[config.mk]
export PLATFORM = sky130hd
export DESIGN_NAME = uart_led_cmd_parser
export DESIGN_NICKNAME = d
export VERILOG_FILES = /design/src/rtl/uart_led_pkg.sv /design/src/rtl/ascii_hex_decode.sv /design/src/rtl/uart_led_cmd_parser.sv
export SDC_FILE = /design/constraint.sdc
export NUM_CORES = 1
export LEC_CHECK = 0
export BUFFER_PORTS_ARGS = -buffer_cell sky130_fd_sc_hd__buf_4
export CAP_MARGIN = 20
export CORE_UTILIZATION = 25
export CTS_CLUSTER_DIAMETER = 60
export CTS_CLUSTER_SIZE = 25
export DETAILED_ROUTE_END_ITERATION = 10
export PLACE_DENSITY_LB_ADDON = 0.08
export SYNTH_ARGS = -nofsm -noshare
export SYNTH_HDL_FRONTEND = slang
export SYNTH_SLANG_ARGS = --single-unit
[constraint.sdc]
create_clock -name i_Clock -period 5.8 [get_ports i_Clock]
set_input_delay 1.16 -clock i_Clock [delete_from_list [all_inputs] [get_ports i_Clock]]
set_output_delay 1.16 -clock i_Clock [all_outputs]
set_load 0.01 [all_outputs]
[src/rtl/uart_led_pkg.sv]
// uart_led_pkg: ASCII constants, colour enum and state encoding shared by
// the UART LED command parser and its helpers.
package uart_led_pkg;

    localparam logic [7:0] CHAR_R  = 8'h72;
    localparam logic [7:0] CHAR_G  = 8'h67;
    localparam logic [7:0] CHAR_B  = 8'h62;
    localparam logic [7:0] CHAR_LF = 8'h0A;
    localparam logic [7:0] CHAR_CR = 8'h0D;
    localparam logic [7:0] CHAR_QM = 8'h3F;
    localparam logic [7:0] CHAR_K  = 8'h4B;

    typedef enum logic [1:0] {
        RED   = 2'd0,
        GREEN = 2'd1,
        BLUE  = 2'd2
    } colour_e;

    localparam logic [2:0] ST_IDLE  = 3'd0;
    localparam logic [2:0] ST_LED   = 3'd1;
    localparam logic [2:0] ST_HEXHI = 3'd2;
    localparam logic [2:0] ST_HEXLO = 3'd3;
    localparam logic [2:0] ST_NL    = 3'd4;
    localparam logic [2:0] ST_DRAIN = 3'd5;

endpackage

[src/rtl/ascii_hex_decode.sv]
// ascii_hex_decode: maps an ASCII hex digit (0-9, a-f, A-F) to its nibble
// value and flags whether the byte was a hex digit at all.
module ascii_hex_decode (
    input  logic [7:0] i_Char,
    output logic [3:0] o_Nibble,
    output logic       o_Valid
);

    always_comb begin
        o_Nibble = 4'd0;
        o_Valid  = 1'b1;
        unique case (1'b1)
            (i_Char >= 8'h30 && i_Char <= 8'h39): o_Nibble = i_Char[3:0];
            (i_Char >= 8'h61 && i_Char <= 8'h66): o_Nibble = i_Char[3:0] + 4'd9;
            (i_Char >= 8'h41 && i_Char <= 8'h46): o_Nibble = i_Char[3:0] + 4'd9;
            default:                              o_Valid  = 1'b0;
        endcase
    end

endmodule

[src/rtl/uart_led_cmd_parser.sv]
// uart_led_cmd_parser: echoes RX bytes to TX and parses "<c><n>[hh]\n" LED commands.
// Define UART_LED_CMD_ERROR_REPLY_EN to reply '?' on errors and 'K' after good commands.
module uart_led_cmd_parser #(
    parameter int unsigned CLOCK_FREQUENCY = 80000000,
    parameter int unsigned TIMEOUT_MS      = 100,
    parameter logic [7:0]  TOGGLE_LEVEL    = 8'h11
) (
    input  logic       i_Clock,
    input  logic       i_Reset,
    input  logic       i_Data_Ready,
    input  logic [7:0] i_Data,
    output logic       o_Read_Data,
    input  logic       i_Busy_TX,
    output logic       o_Start,
    output logic [7:0] o_TX_Data,
    output logic [7:0] o_LED1_R,
    output logic [7:0] o_LED1_G,
    output logic [7:0] o_LED1_B,
    output logic [7:0] o_LED2_R,
    output logic [7:0] o_LED2_G,
    output logic [7:0] o_LED2_B,
    output logic [7:0] o_LED3_R,
    output logic [7:0] o_LED3_G,
    output logic [7:0] o_LED3_B,
    output logic       o_Update,
    output logic [7:0] o_Error_Count
);
    import uart_led_pkg::*;

    localparam int unsigned TO_CYCLES = CLOCK_FREQUENCY / 1000 * TIMEOUT_MS;
    localparam int TO_W = (TO_CYCLES > 0) ? $clog2(TO_CYCLES + 1) : 1;
    localparam logic [TO_W-1:0] TO_LAST = TO_W'(TO_CYCLES);

    logic [2:0]      r_State;
    logic [2:0]      w_Next;
    colour_e         r_Colour;
    colour_e         w_Colour;
    logic [3:0]      r_Target;
    logic [3:0]      r_Hi;
    logic [3:0]      r_Lo;
    logic [7:0]      r_Led [0:8];
    logic [TO_W-1:0] r_Timer;

    logic       w_Accept;
    logic       w_Active;
    logic       w_Stall;
    logic       w_Timeout;
    logic       w_Err;
    logic       w_Err_Inc;
    logic       w_Commit;
    logic       w_Is_Colour;
    logic       w_Is_Index;
    logic       w_Is_LF;
    logic       w_Hex_Valid;
    logic [3:0] w_Nibble;
    logic [1:0] w_Idx;
    logic [7:0] w_Toggle_Val;
    logic [7:0] w_Write_Val;

    ascii_hex_decode u_hex (
        .i_Char   (i_Data),
        .o_Nibble (w_Nibble),
        .o_Valid  (w_Hex_Valid)
    );

`ifdef UART_LED_CMD_ERROR_REPLY_EN
    logic r_K_Pend;
    assign w_Stall = r_K_Pend;
`else
    assign w_Stall = 1'b0;
`endif

    // Pulses block the following cycle, covering the FIFO and TX flag lag.
    assign w_Accept = i_Data_Ready & ~i_Busy_TX & ~o_Read_Data & ~o_Start & ~w_Stall;
    assign w_Active = w_Accept && (i_Data != CHAR_CR);
    assign w_Is_LF  = (i_Data == CHAR_LF);
    assign w_Is_Index = (i_Data == 8'h31) || (i_Data == 8'h32) || (i_Data == 8'h33);
    assign w_Idx    = i_Data[1:0] - 2'd1;
    assign w_Timeout = (TIMEOUT_MS != 0) && !w_Accept && (r_Timer == TO_LAST);
    assign w_Err_Inc = (w_Active && w_Err)
                     || (w_Timeout && r_State != ST_DRAIN);

    assign w_Toggle_Val = (r_Led[r_Target] == 8'd0) ? TOGGLE_LEVEL : 8'd0;
    assign w_Write_Val  = (r_State == ST_HEXHI) ? w_Toggle_Val : {r_Hi, r_Lo};

    always_comb begin
        w_Is_Colour = 1'b1;
        w_Colour    = RED;
        unique case (1'b1)
            (i_Data == CHAR_R): w_Colour = RED;
            (i_Data == CHAR_G): w_Colour = GREEN;
            (i_Data == CHAR_B): w_Colour = BLUE;
            default:            w_Is_Colour = 1'b0;
        endcase
    end

    always_comb begin
        w_Next   = r_State;
        w_Err    = 1'b0;
        w_Commit = 1'b0;
        unique case (r_State)
            ST_IDLE: begin
                if (w_Is_Colour) w_Next = ST_LED;
                else if (!w_Is_LF) begin w_Next = ST_DRAIN; w_Err = 1'b1; end
            end
            ST_LED: begin
                if (w_Is_Index) w_Next = ST_HEXHI;
                else begin w_Err = 1'b1; w_Next = w_Is_LF ? ST_IDLE : ST_DRAIN; end
            end
            ST_HEXHI: begin
                if (w_Is_LF) begin w_Commit = 1'b1; w_Next = ST_IDLE; end
                else if (w_Hex_Valid) w_Next = ST_HEXLO;
                else begin w_Err = 1'b1; w_Next = ST_DRAIN; end
            end
            ST_HEXLO: begin
                if (w_Hex_Valid) w_Next = ST_NL;
                else begin w_Err = 1'b1; w_Next = w_Is_LF ? ST_IDLE : ST_DRAIN; end
            end
            ST_NL: begin
                if (w_Is_LF) begin w_Commit = 1'b1; w_Next = ST_IDLE; end
                else begin w_Err = 1'b1; w_Next = ST_DRAIN; end
            end
            ST_DRAIN: if (w_Is_LF) w_Next = ST_IDLE;
            default:  w_Next = ST_IDLE;
        endcase
    end

    always_ff @(posedge i_Clock or posedge i_Reset) begin
        if (i_Reset) begin
            r_State       <= ST_IDLE;
            r_Colour      <= RED;
            r_Target      <= '0;
            r_Hi          <= '0;
            r_Lo          <= '0;
            r_Timer       <= '0;
            o_Read_Data   <= 1'b0;
            o_Start       <= 1'b0;
            o_TX_Data     <= '0;
            o_Update      <= 1'b0;
            o_Error_Count <= '0;
            for (int k = 0; k < 9; k++) r_Led[k] <= '0;
`ifdef UART_LED_CMD_ERROR_REPLY_EN
            r_K_Pend      <= 1'b0;
`endif
        end else begin
            o_Read_Data <= w_Accept;
            o_Start     <= w_Accept;
            o_Update    <= w_Active && w_Commit;
`ifdef UART_LED_CMD_ERROR_REPLY_EN
            if (w_Accept) o_TX_Data <= (w_Active && w_Err) ? CHAR_QM : i_Data;
            if (w_Active && w_Commit) r_K_Pend <= 1'b1;
            else if (r_K_Pend && !i_Busy_TX && !o_Start) begin
                o_Start   <= 1'b1;
                o_TX_Data <= CHAR_K;
                r_K_Pend  <= 1'b0;
            end
`else
            if (w_Accept) o_TX_Data <= i_Data;
`endif
            if (w_Accept || w_Timeout || r_State == ST_IDLE) r_Timer <= '0;
            else r_Timer <= r_Timer + 1'b1;

            if (w_Active) r_State <= w_Next;
            else if (w_Timeout) r_State <= ST_IDLE;

            if (w_Active && r_State == ST_IDLE) r_Colour <= w_Colour;
            if (w_Active && r_State == ST_LED)
                r_Target <= 4'(w_Idx) * 4'd3 + 4'(r_Colour);
            if (w_Active && r_State == ST_HEXHI) r_Hi <= w_Nibble;
            if (w_Active && r_State == ST_HEXLO) r_Lo <= w_Nibble;
            if (w_Active && w_Commit) r_Led[r_Target] <= w_Write_Val;

            if (w_Err_Inc && o_Error_Count != 8'hFF)
                o_Error_Count <= o_Error_Count + 8'd1;
        end
    end

    assign o_LED1_R = r_Led[0];
    assign o_LED1_G = r_Led[1];
    assign o_LED1_B = r_Led[2];
    assign o_LED2_R = r_Led[3];
    assign o_LED2_G = r_Led[4];
    assign o_LED2_B = r_Led[5];
    assign o_LED3_R = r_Led[6];
    assign o_LED3_G = r_Led[7];
    assign o_LED3_B = r_Led[8];

endmodule

* Yosys cells after proc, flatten, opt, wreduce, memory -nomap -nowiden
Cells that the tools add are included.
** Storage, ports and cells
- Flip-flop bits (word level) :: 130
** Cells by class
- Add/sub/neg operators :: 5
- Multipliers :: 1
- Magnitude comparators :: 8
- Equality and inequality tests :: 18
- Multiplexer cells :: 32
- Bitwise logic cells :: 6
- Reductions and logical operators :: 28
** Operators by type and width (count)
- bitwise mux 72 bit :: 1
- binary-select mux 8 bit (select 4 bit) :: 1
- demux 8 bit (select 4 bit) :: 1
- two-way mux 8 bit :: 4
- two-way mux 3 bit :: 10
- == test 8 x 6 -> 1 bit, second input constant :: 3
- == test 8 x 7 -> 1 bit, second input constant :: 3
- adder 23 x 1 -> 23 bit, second input constant :: 1
- == test 23 bit, second input constant :: 1
- two-way mux 23 bit :: 1
- one-hot mux 3 bit (6 select lines) :: 1
- greater-or-equal comparator 8 x 7 -> 1 bit, second input constant :: 2
- less-or-equal comparator 8 x 7 -> 1 bit, second input constant :: 2
- logical AND 1 bit :: 14
- two-way mux 1 bit :: 9
- adder 8 x 1 -> 8 bit, second input constant :: 1
- == test 8 x 4 -> 1 bit, second input constant :: 1
- greater-or-equal comparator 8 x 6 -> 1 bit, second input constant :: 1
- less-or-equal comparator 8 x 6 -> 1 bit, second input constant :: 1
- logical NOT 8 bit :: 1
- inequality test 8 x 4 -> 1 bit, second input constant :: 1
- inequality test 8 bit, second input constant :: 1
- one-hot mux 4 bit (2 select lines) :: 1
- == test 3 x 2 -> 1 bit, second input constant :: 2
- other kinds (23) :: 34

* Longest topological paths before layout
- Depth in word-level cells :: 10
- Mapped depth :: 10
- Mapped depth without buffers :: 8

* Modules after synthesis
From an unflattened synthesis, not the netlist that was laid out.
** Second synthesis, totals
- Cell total of the unflattened synthesis :: 593
- Area total of the unflattened synthesis :: 6244.7 um^2
** Modules (own cells, without submodules)
- uart_led_cmd_parser :: instances 1, cells each 568, area each 6037.0 um^2, sequential area each 3253.1 um^2
- ascii_hex_decode :: instances 1, cells each 25, area each 207.7 um^2, sequential area each 0.0 um^2

* Worst setup path before layout
No wires, ideal clock.
- Path kind :: input to register
- From :: input port i_Data[0]
- To :: register o_Error_Count[6]
- Library setup time :: 0.128 ns
- Arrival :: 3.265 ns
- Path slack :: 2.407 ns
- Cell stages on the path :: 10
- Cells stage by stage :: inv_1 ha_1 or3b_2 and4_1 clkbuf_1 a2111o_1 and4_4 buf_6 a211oi_2 mux2_1
** Between the ends
- Longest elaborated chain between the ends :: 10
** RTL lines
- start, declared :: line uart_led_cmd_parser.sv:11 : input logic [7:0] i_Data,
- greater-or-equal comparator 8 x 7 -> 1 bit, or another cell as far along :: line ascii_hex_decode.sv:15 : (i_Char >= 8'h41 && i_Char <= 8'h46): o_Nibble = i_Char[3:0] + 4'd9;
- logical AND 1 bit (on tied branches) :: line ascii_hex_decode.sv:15, ascii_hex_decode.sv:13, ascii_hex_decode.sv:14
- OR reduction 3 bit (no source line)
- two-way mux 1 bit :: line ascii_hex_decode.sv:12 : unique case (1'b1)
- two-way mux 1 bit :: line uart_led_cmd_parser.sv:112, uart_led_cmd_parser.sv:116
- two-way mux 1 bit :: line uart_led_cmd_parser.sv:111 : if (w_Is_LF) begin w_Commit = 1'b1; w_Next = ST_IDLE; end
- one-hot mux 1 bit (5 select lines) :: line uart_led_cmd_parser.sv:101 : unique case (r_State)
- logical AND 1 bit * :: line uart_led_cmd_parser.sv:80 : assign w_Err_Inc = (w_Active && w_Err)
- logical OR 1 bit * :: line uart_led_cmd_parser.sv:81 : || (w_Timeout && r_State != ST_DRAIN);
- logical AND 1 bit * :: line uart_led_cmd_parser.sv:173 : if (w_Err_Inc && o_Error_Count != 8'hFF)
- end signal, assigned :: line uart_led_cmd_parser.sv:174 : o_Error_Count <= o_Error_Count + 8'd1;
- end, declared :: line uart_led_cmd_parser.sv:26 : output logic [7:0] o_Error_Count
Every way passes the cells marked *; elsewhere a longest branch is shown, timed or not.
A chain may end at the register's enable or synchronous reset.

* Final worst setup path
- From :: input port i_Busy_TX
- To :: register r_Led, in the netlist o_LED3_G[0]
** Between the ends
- Longest elaborated chain between the ends :: 6
** RTL lines
- start, declared :: line uart_led_cmd_parser.sv:13 : input logic i_Busy_TX,
- NOT 1 bit :: line uart_led_cmd_parser.sv:74 : assign w_Accept = i_Data_Ready & ~i_Busy_TX & ~o_Read_Data & ~o_Start & ~w_Stall;
- bitwise AND 1 bit (3 in a row) :: line uart_led_cmd_parser.sv:74
- via w_Accept :: line uart_led_cmd_parser.sv:44 : logic w_Accept;
- logical AND 1 bit :: line uart_led_cmd_parser.sv:75 : assign w_Active = w_Accept && (i_Data != CHAR_CR);
- logical AND 1 bit :: line uart_led_cmd_parser.sv:171 : if (w_Active && w_Commit) r_Led[r_Target] <= w_Write_Val;
- end signal, assigned by index :: line uart_led_cmd_parser.sv:171
- end, declared :: line uart_led_cmd_parser.sv:41 : logic [7:0] r_Led [0:8];
The timed path passes the listed nets, and every way through them passes these cells.

==> flow_summary.toml <==
[critical_path]
path_max_fanout = 14
worst-r2r-cell-count = 7
arrival_ps = 3950
cp_slowest_cell = "nor3_1"
path_common_cell = "nand4_1"
worstReg2RegEnd = "o_LED3_G[0]"
start_kind = "primary input"
cp.required_ps = 6130
critical_path_class = "in2reg"
r2r_slack_ps = 2600
cpPeakStageDelay_ps = 660
timing.rr.start = "o_Start"
worstPathCellList = "buf_4 -> or3b_2 -> clkinv_1 -> nand4_1 -> nor3_1 -> nand4_1 -> nor2b_1 -> a31oi_1"
end_kind = "flip-flop"

[finish]
syn2layout_area_growth_pct = 28.6
final_cells = 1060
drive_above_1_share_pct = 21.2
antenna_cells = 0
multi_input_area_um2 = 2640
fin_nets = 750
seq_area_um2 = 3250
fillerInstances = 2472

[power_and_ir_drop]
pwr_density_cell_nw_per_um2 = 334
leakagePower_nw = 3.59
power_mw = 2.61
vdd_ir_drop_max_v = 0.000215

[logic_synthesis]
synthXorXnorAreaFrac_pct = 4.04
syn-num-nets = 653
synth_ff_type = "dfrtp_1"
synth_warnings = 0
synth-seq-area-share_pct = 53.6
synth_area_um2 = 6070
synthMuxAreaShare_pct = 1.84
synth_fa_ha_area_share_pct = 2.19
synth_edf_count = 0
synthCells = 631
syn_area_per_cell_um2 = 9.62
synth_top_family_by_area = "simple AND/OR/NAND/NOR gates"
synth_compound_area_share_pct = 11.6
ys_seq_elements = 130
synth-simple-area-share_pct = 23.8
synth_cell_types = 59
async_flop_share_pct = 100

[clock_tree]
cts_tree = "built"
clkTransAtPathRegs_ps = 60
root_buffer = "clkbuf_16"
cts_hold_buf = 0
clockBufferDepth = 2
cts_made_buffers = 17
cts.htree.levels = 4
cts_setup_buffers = 0
cts.sinks = 130
cts_resized = 0
clock_latency_ps = 410

[routing]
topRoutingLayerUsed = "met4"
firstDrtPassIters = 5
drc = 0
wl_met3_um = 651
vias_per_cell = 4.65
dr_wl_met2_mm = 8.65
drtIter0Drc = 273
final_antenna_net_count = 0
wl_met1_mm = 7.86
finalWirelength_mm = 17.4
wire_per_inst_um = 16.4
dr_total_vias = 4931

[placement]
routabilityCongestion = 0.789
post-dp-hpwl_mm = 12.4
place_inst = 1028
numPortBuffers = 102

[global_route]
grtUsageTotal_pct = 14.9
grt_pass1_vias = 4913
grt_pass1_wl_mm = 28.0
antenna_found_initial = 0
grt_max_degree = 56
grt.overflow.total = 0

[worst_hold_path]
worstHoldPathType = "reg2reg"
hold_start = "o_TX_Data[3]"
whs_path_depth = 2
hold_end = "o_TX_Data[3]"

[status]
status = "finished, final reports clean"

[sta]
fin_skew_ps = 7.27
fin_crit_sh_pct = 62.4
finalSetupViolations = 0
final-hold-violation-count = 0
slew_headroom_pct = 42.2
rsz0062_at_grt = "no"
finalSetupTns_ps = 0
clock.fmax_mhz = 276
tightestPinTransition_ps = 858
final_max_slew_viol_count = 0
period_needed_ps = 3620

[die]
die_w_um = 158
io_pins = 103
start_util_pct = 25.7
die_h_um = 158
dieArea_um2 = 24900
rows = 56
core_um2 = 23600

[job]
drv_cap = 0
-- Yosys cell counts, drive strengths merged, types with 3 or more instances --
cell type / n / area [µm²]
a22oi: 3 / 22.5
and3: 9 / 56.3
a21oi: 11 / 55.1
nor4: 23 / 156
nor2b: 7 / 43.8
nand2b: 3 / 18.8
inv: 15 / 56.3
mux2: 7 / 78.8
nor3b: 5 / 37.5
or4: 3 / 22.5
xor2: 23 / 201
or3b: 3 / 26.3
o21ai: 68 / 340
nand2: 117 / 439
a31oi: 17 / 106
or3: 6 / 42.5
nor2: 53 / 199
nor3: 7 / 35.0
and4: 7 / 65.1
o31ai: 3 / 22.5
nor4b: 4 / 41.3
clkbuf: 26 / 97.6
nand4: 7 / 43.8
dfrtp: 130 / 3250
ha: 9 / 113
nand3: 25 / 125
nand3b: 6 / 45.0
xnor2: 5 / 43.8
a22o: 3 / 26.3
-- critical path, delay by kind of cell --
kind	cells	cell delay, ps
AND/OR/NAND/NOR	5	2340
AO/OA/AOI/OAI	1	130
buffers and inverters	2	320
-- registers in the layout, indices dropped and copies added (netlist names), 8 cells and up --
signal / flops
o_LED1_R: 8
o_LED2_R: 8
o_LED1_G: 8
o_Error_Count: 8
o_LED1_B: 8
o_LED3_B: 8
o_LED2_B: 8
r_Timer: 23
o_TX_Data: 8
o_LED3_R: 8
o_LED3_G: 8
o_LED2_G: 8
-- layer usage --
| metal | vias to the layer above | track usage [%] |
|---|---|---|
| li1 | 2421 | - |
| met1 | 2392 | 18.6 |
| met2 | 108 | 25.5 |
| met3 | 10 | 3.34 |
| met4 | 0 | 4.72 |
| met5 | - | 0 |
-- cells by family after synthesis --
group,count (synthesis)
XOR/XNOR,28
flip-flops,130
buffers and inverters,44
AO/OA/AOI/OAI,120
adder cells (fa/ha/maj),10
AND/OR/NAND/NOR,290
multiplexers,9
-- final cells by class --
cell class | count | area share (%)
flip-flops and latches | 130 | 41.7
repair buffers | 106 | 10.2
well taps | 319 | 5.12
clock inverters | 11 | 2.25
inverters | 16 | 0.802
clock buffers | 21 | 6.03
multi-input cells | 457 | 33.9
-- how the worst max path moves through the flow --
| stage | startpoint | end | slack, ps | cells after the start |
|---|---|---|---|---|
| detailed placement | i_Busy_TX | o_LED3_G[0] | 1790 | 8 |
| finish | i_Busy_TX | o_LED3_G[0] | 2180 | 8 |
| global route | i_Busy_TX | o_LED3_G[0] | 1880 | 8 |
| global placement | i_Busy_TX | o_LED3_G[0] | 1850 | 8 |
| CTS | i_Busy_TX | o_LED3_G[4] | 2220 | 8 |
| floorplan | i_Reset | o_Error_Count[0] | 1170 | 1 |
-- power breakdown --
| group | internal (mW) | switching [mW] | total (mW) | leakage, nW |
|---|---|---|---|---|
| clock | 0.758 | 0.414 | 1.17 | 0.310 |
| combinational | 0.151 | 0.212 | 0.362 | 1.53 |
| sequential | 0.962 | 0.113 | 1.07 | 1.75 |
-- placed cells by master (no fill, tap or decap), types with 3 or more instances in the layout --
cell type    n
or3_1        5
mux2_2       6
nor4_1      21
nor3_1       7
clkbuf_16   17
dfrtp_1    130
or3b_2       3
bufinv_16    4
and4_1       5
nand2_1    117
nor2b_1      7
buf_4      105
a22o_1       3
nand3b_1     6
nand3_1     25
nand4_1      7
a21oi_1     11
inv_1       14
nor2_1      53
clkbuf_8     3
xnor2_1      5
xor2_1      23
ha_1         9
o21ai_0     68
a22oi_1      3
a31oi_1     17
nor4b_1      3
and3_1       9
nand2b_1     3
nor3b_1      5
or4_1        3
-- through the flow --
stage,hold WS [ps],util [%],setup slack [ps],area [µm²]
after floorplan,450,-,1170,6070
after global placement,471,30.3,1850,7150
after detailed placement,476,30.3,1790,7160
after CTS,494,33.0,2220,7800
after global routing,518,33.0,1880,7800
final,490,33.0,2180,7800
No activity file was read; power rests on OpenSTA's default activity.
